$ cat config.mk
export PLATFORM = sky130hd
export DESIGN_NAME = systolic_feeder
export DESIGN_NICKNAME = d
export VERILOG_FILES = /design/src/rtl/systolic_feeder.sv
export SDC_FILE = /design/constraint.sdc
export NUM_CORES = 1
export LEC_CHECK = 0
export BUFFER_PORTS_ARGS = -buffer_cell sky130_fd_sc_hd__buf_2
export CORE_MARGIN = 2
export CORE_UTILIZATION = 54
export CTS_CLUSTER_SIZE = 12
export DETAILED_ROUTE_END_ITERATION = 6
export MAX_ROUTING_LAYER = met4
export PLACE_DENSITY_LB_ADDON = 0.1
export SETUP_SLACK_MARGIN = 0.2
export SYNTH_ARGS = -nofsm -noshare
export SYNTH_HDL_FRONTEND = slang
export SYNTH_SLANG_ARGS = --single-unit
$ cat constraint.sdc
create_clock -name clk -period 4.85 [get_ports clk]
set_input_delay 0.485 -clock clk [delete_from_list [all_inputs] [get_ports clk]]
set_output_delay 0.485 -clock clk [all_outputs]
set_load 0.005 [all_outputs]
$ cat src/rtl/systolic_feeder.sv
// Operand feeder for the 3x3 output-stationary MAC systolic array.
// Captures one A/B operand pair through a valid/ready handshake, then issues
// the diagonally skewed row and column streams. It also drives the array
// enable and accumulator clear, counts the drain window, and pulses done.
module systolic_feeder #(
    parameter int MATRIX_SIZE  = 3,
    parameter int DATA_WIDTH   = 8,
    parameter int DRAIN_CYCLES = 3
) (
    input  logic                    clk,
    input  logic                    rst,
    input  logic                    start_valid,
    output logic                    start_ready,
    input  logic [9*DATA_WIDTH-1:0] a_flat,
    input  logic [9*DATA_WIDTH-1:0] b_flat,
    input  logic                    hold,
    output logic [DATA_WIDTH-1:0]   left_0,
    output logic [DATA_WIDTH-1:0]   left_1,
    output logic [DATA_WIDTH-1:0]   left_2,
    output logic [DATA_WIDTH-1:0]   top_0,
    output logic [DATA_WIDTH-1:0]   top_1,
    output logic [DATA_WIDTH-1:0]   top_2,
    output logic                    array_en,
    output logic                    acc_clr,
    output logic                    busy,
    output logic                    done
);

    // The feed phase skews a 3-element row across 3 lanes, giving 2N-1 steps.
    localparam int FEED_STEPS = 2 * MATRIX_SIZE - 1;
    localparam int CNT_MAX    = (FEED_STEPS > DRAIN_CYCLES) ? FEED_STEPS : DRAIN_CYCLES;
    localparam int CNT_W      = (CNT_MAX > 1) ? $clog2(CNT_MAX) : 1;

    localparam logic [CNT_W-1:0] FEED_LAST  = CNT_W'(FEED_STEPS - 1);
    localparam logic [CNT_W-1:0] DRAIN_LAST = CNT_W'((DRAIN_CYCLES > 0) ? DRAIN_CYCLES - 1 : 0);

    typedef enum logic [2:0] {
        S_IDLE,
        S_CLEAR,
        S_FEED,
        S_DRAIN,
        S_DONE
    } state_t;

    state_t                r_state;
    state_t                w_stateNext;
    logic [CNT_W-1:0]      r_cnt;
    logic [CNT_W-1:0]      w_cntNext;
    logic                  w_transfer;

    logic [DATA_WIDTH-1:0] r_aMat [3][3];
    logic [DATA_WIDTH-1:0] r_bMat [3][3];

    logic [DATA_WIDTH-1:0] r_left [3];
    logic [DATA_WIDTH-1:0] r_top  [3];
    logic [DATA_WIDTH-1:0] w_leftNext [3];
    logic [DATA_WIDTH-1:0] w_topNext  [3];

    assign w_transfer = start_valid && (r_state == S_IDLE);

    // Next-state and step-counter logic; hold freezes FEED and DRAIN only.
    always_comb begin
        w_stateNext = r_state;
        w_cntNext   = r_cnt;
        case (r_state)
            S_IDLE: begin
                if (start_valid) begin
                    w_stateNext = S_CLEAR;
                    w_cntNext   = '0;
                end
            end
            S_CLEAR: begin
                w_stateNext = S_FEED;
                w_cntNext   = '0;
            end
            S_FEED: begin
                if (!hold) begin
                    if (r_cnt == FEED_LAST) begin
                        w_cntNext = '0;
                        if (DRAIN_CYCLES == 0) begin
                            w_stateNext = S_DONE;
                        end else begin
                            w_stateNext = S_DRAIN;
                        end
                    end else begin
                        w_cntNext = r_cnt + 1'b1;
                    end
                end
            end
            S_DRAIN: begin
                if (!hold) begin
                    if (r_cnt == DRAIN_LAST) begin
                        w_stateNext = S_DONE;
                        w_cntNext   = '0;
                    end else begin
                        w_cntNext = r_cnt + 1'b1;
                    end
                end
            end
            S_DONE: begin
                w_stateNext = S_IDLE;
                w_cntNext   = '0;
            end
            default: begin
                w_stateNext = S_IDLE;
                w_cntNext   = '0;
            end
        endcase
    end

    // State and step counter registers.
    always_ff @(posedge clk) begin
        if (!rst) begin
            r_state <= S_IDLE;
            r_cnt   <= '0;
        end else begin
            r_state <= w_stateNext;
            r_cnt   <= w_cntNext;
        end
    end

    // Operand capture on the handshake edge; later input changes are ignored.
    always_ff @(posedge clk) begin
        if (!rst) begin
            for (int r = 0; r < 3; r++) begin
                for (int c = 0; c < 3; c++) begin
                    r_aMat[r][c] <= '0;
                    r_bMat[r][c] <= '0;
                end
            end
        end else if (w_transfer) begin
            for (int r = 0; r < 3; r++) begin
                for (int c = 0; c < 3; c++) begin
                    r_aMat[r][c] <= a_flat[(r*3+c)*DATA_WIDTH +: DATA_WIDTH];
                    r_bMat[r][c] <= b_flat[(r*3+c)*DATA_WIDTH +: DATA_WIDTH];
                end
            end
        end
    end

    // Skewed operand selection for the step the counter is about to hold:
    // lane i carries element k of its row/column when step == i + k.
    always_comb begin
        for (int i = 0; i < 3; i++) begin
            w_leftNext[i] = '0;
            w_topNext[i]  = '0;
        end
        if (w_stateNext == S_FEED) begin
            for (int i = 0; i < 3; i++) begin
                for (int k = 0; k < 3; k++) begin
                    if (int'(w_cntNext) == i + k) begin
                        w_leftNext[i] = r_aMat[i][k];
                        w_topNext[i]  = r_bMat[k][i];
                    end
                end
            end
        end
    end

    // Registered stream outputs, loaded so each step's values appear while
    // the counter shows that step; a held step reloads the same values.
    always_ff @(posedge clk) begin
        if (!rst) begin
            for (int i = 0; i < 3; i++) begin
                r_left[i] <= '0;
                r_top[i]  <= '0;
            end
        end else begin
            for (int i = 0; i < 3; i++) begin
                r_left[i] <= w_leftNext[i];
                r_top[i]  <= w_topNext[i];
            end
        end
    end

    assign left_0 = r_left[0];
    assign left_1 = r_left[1];
    assign left_2 = r_left[2];
    assign top_0  = r_top[0];
    assign top_1  = r_top[1];
    assign top_2  = r_top[2];

    assign start_ready = (r_state == S_IDLE);
    assign busy        = (r_state != S_IDLE);
    assign acc_clr     = (r_state == S_CLEAR);
    assign done        = (r_state == S_DONE);
    assign array_en    = ((r_state == S_FEED) || (r_state == S_DRAIN)) && !hold;

endmodule
Word-level counts from Yosys, hierarchy flattened
Memory sizes are Yosys's and may differ from the RTL's.
Cells that the tools add are included.

operators by class
  add/sub/neg operators = 1
  reduce and logical (&&, ||, !) cells = 7
  mux-type cells = 61
  bitwise operators = 24
  eq/ne operators = 11

operator list
  cell                 number
  $mux 8               42
  $mux 24              2
  $mux 3               10
  $or 1x1->1           24
  $eq 3x2->1 const B   5
  $eq 3x3->1 const B   5
  $pmux 3 s4           1
  $pmux 3 s3           1
  $logic_not 3->1      2
  $mux 1               5
  $add 3x1->3 const B  1
  $eq 3x1->1 const B   1
  $reduce_bool 3->1    1
  $logic_and 1x1->1    2
  $logic_not 1->1      1
  $logic_or 1x1->1     1

word-level totals
  memories = 4
  output and inout port bits = 53
  word-level logic and storage cells = 110
  register bits = 6
  bits in writable memories = 192
  input port bits = 148

memory list
  memory  depth  width  rd ports  clocked after memory_dff  wr ports  line  text
  r_aMat  3      24     3         0                         3         51    logic [DATA_WIDTH-1:0] r_aMat [3][3];
  r_bMat  3      24     3         0                         3         52    logic [DATA_WIDTH-1:0] r_bMat [3][3];
  r_left  3      8      3         0                         3         54    logic [DATA_WIDTH-1:0] r_left [3];
  r_top   3      8      3         0                         3         55    logic [DATA_WIDTH-1:0] r_top [3];

Depth between registers and ports, before layout
  word-level depth = 10
  depth in mapped cells = 9
  gate-level depth less buffers = 7

Worst setup path before layout
Ideal clock, no wire load.

  path type = reg2reg
  start = register r_state[0]
  end = memory r_aMat[0][0] (netlist bit), enable pin
  setup slack = 0.492 ns
  setup time = 0.510 ns
  cell stages (with the launch flop) = 5
  clock period less this slack = 4.358 ns
  arrival time = 3.847 ns
  data required time = 4.340 ns
  path buffers = 1
  cells stage by stage = dfxtp_1 -> buf_2 -> nor3_2 -> nand2_1 -> nand2_1

RTL lines
  what                    line  text
  from (decl)             45    state_t r_state;
  from (signal assigned)  117   r_state <= w_stateNext;
  to (decl)               51

==> out/metrics.cfg <==
[synthesis]
synth_top_flop_cell = edfxtp_1
yosys.cell_count.top_type = and2_1
seq_area_frac_synth_pct = 64.2
netlist_area_um2 = 8420
synthTopCellsByCount = 147 x and2_1, 144 x edfxtp_1, 54 x dfxtp_1
synthesis.nets = 787
number_of_synthesized_register_bits = 198
netlist-cell-type-count = 49
edff_count_synth = 144
synth-warning-count = 0
yosysTopAreaCell = edfxtp_1
syn-mean-instance-area_um2 = 13.3
synth.top_cell.area_share_pct = 51.3
asyncSetResetFlopFracSynth_pct = 0
postSynthCellCount = 635
synth_area_leaders = edfxtp_1 51%, dfxtp_1 13%, and2_1 11%

[placed_design]
postPlaceCellArea_um2 = 9460
port_buffers = 200
place_hpwl_mm = 11.6
placed_cells = 983
gp_congestion = 0.855

[cts]
clock-sinks = 198
cts_buf_count = 17
htree_num_levels = 4
cts_tree = built
clock_insertion_delay_at_the_later_pin_of_the_skew_report_ns = 0.43
root_buffer = clkbuf_16
clk_path_buf_depth = 2
clock_transition_time_at_the_flip_flop_clock_pins_of_the_worst_setup_and_hold_paths_ns = 0.07
postCtsResizedCells = 0
cts_setup_buffers = 0
number_of_hold_repair_buffers_added_at_the_cts_stage = 0

[layout]
final_cell_count_no_fill = 1016
post_route_standard_cell_area_excluding_fillers_um2 = 10100
final_layout_size_suffix_gt1_share_pct = 32.6
synthToLayoutAreaGrowth_pct = 20.0
nets = 966

[worst_setup_path]
start_kind = flip-flop
critPathMaxFanout = 25
worst_ep_arrival_time_ns = 3.10
critical_path.endpoint_type = flip-flop
worstPathRequired_ns = 5.11
timing.critical_path.slowest_cell_delay_ns = 0.59
critical-path-slowest-cell = or4_4
critical_path.cell_chain = or4_4 -> a21bo_4 -> a32o_2 -> buf_4 -> mux2i_1 -> o32ai_1
criticalPathCategory = flip-flop to flip-flop

[grt]
grt_max_degree = 93
grt_pass1_wl_mm = 27.6
first_global_vias = 5487
initial_antenna_violation_count = 1
grtUsageTotal_pct = 22.6
total_overflow_reported_by_the_global_router = 0

[detailed_routing]
via_count = 5502
postRouteAntennaNets = 0
vias_per_cell = 5.42
dr.first_iter.drc_count = 391
post_drt_wl_per_cell_um = 17.6
drt_pass1_iterations = 4
dr_drc_count = 0
finalWirelength_mm = 17.8

[sta]
max-slew-margin-rel_pct = 37.7
clock.fmax_mhz = 352
worst_slack_on_hold_paths_ns = 0.324
final_clock_period_utilization_by_the_worst_path_pct = 58.5
fin_setup_tns_ns = 0
maxSlewViolCount = 0
grt_setup_unrepaired = no
final.setup_skew_ns = 0.0102
timing_hold_violations_final = 0
final_period_minus_worst_setup_slack_ns = 2.84
worst_slew_pin_slew_ns = 0.932
finalSetupViolations = 0

[run_status]
outcome = complete, no violations

[floorplan]
placeableCoreArea_um2 = 15200
cell_row_count = 45
design.die.area_um2 = 16600
fp.dieW_um = 129
number_of_top_level_pins = 201
die_h_um = 129
start_util_pct = 55.4

[run]
cap_violations = 0

[worst_hold_path]
hold_class = input port to flip-flop

[power]
p_leak_nw = 4.17
finalPower_w = 0.00386
power-per-cell-area_nw_per_um2 = 381
irDropWorstVdd_mv = 0.263

## cell type report
type	instances	area [um^2]
Tap cell	188	235
Antenna cell	1	2.50
Clock inverter	11	160
Inverter	38	143
Sequential cell	198	5410
Fill cell	1142	5090
Multi-Input combinational cell	352	2620
Timing Repair Buffer	207	1050
Clock buffer	21	492
## where the power goes
part / internal [W] / switching [W]
combinational: 0.000140 / 0.000188
sequential: 0.00196 / 0.0000413
clock: 0.000895 / 0.000627
## cell usage in the layout (no fill, tap or decap), types with 6 or more instances in the layout
master,instances
o221a_1,10
nor2_1,11
edfxtp_1,144
a21oi_1,19
o21a_1,16
buf_4,7
dfxtp_1,54
o32ai_1,13
and3_1,17
a211o_1,16
clkbuf_16,18
mux2i_1,17
and2_1,147
o221a_2,6
a211oi_1,11
inv_1,38
buf_2,200
nor3_1,17
## worst max-delay path: cells and delay by family (launching register included)
kind            cells  cell delay, ns
simple gates        1            0.59
compound gates      3            0.90
mux                 1            0.26
buf+inv             1            0.46
flops               1            0.44
## registers in the layout, summed over array words and instances, names as in the netlist
signal   count
r_cnt        3
r_left      24
r_top       24
r_aMat      72
r_bMat      72
r_state      3
## layer usage
layer	track usage [%]	up-vias	wire, um
li1	-	2637	-
met1	28.3	2672	7620
met3	5.07	23	927
met5	-	-	0
met2	36.3	170	9000
met4	8.31	0	299
## final timing paths
check,from,to,slack (ns),cells past startpoint
worst max register to register,r_state[0]$_SDFF_PN0_,r_top[0][19]$_SDFF_PN0_,2.01,6
worst min register to register,r_bMat[0][7]$_SDFFCE_PN0P_,r_top[0][23]$_SDFF_PN0_,0.51,2
worst min-delay path,a_flat[2],r_aMat[0][18]$_SDFFCE_PN0P_,0.32,2
worst max-delay path,r_state[0]$_SDFF_PN0_,r_top[0][19]$_SDFF_PN0_,2.01,6
## cell families after synthesis
kind of cell	share of synthesized area (%)
flip-flops	64.2
AND/OR/NAND/NOR	15.8
AO/OA/AOI/OAI	12.5
buffers and inverters	4.99
multiplexers	2.02
adder cells (fa/ha/maj)	0.594
## stage by stage
stage	setup slack (ns)	utilization (%)
2_1_floorplan	0.492	-
3_3_place_gp	2.08	62.2
3_5_place_dp	1.99	62.2
4_1_cts	2.00	66.5
5_1_grt	1.78	66.5
6_report	2.01	66.5
(Power assumes the default switching activity.)
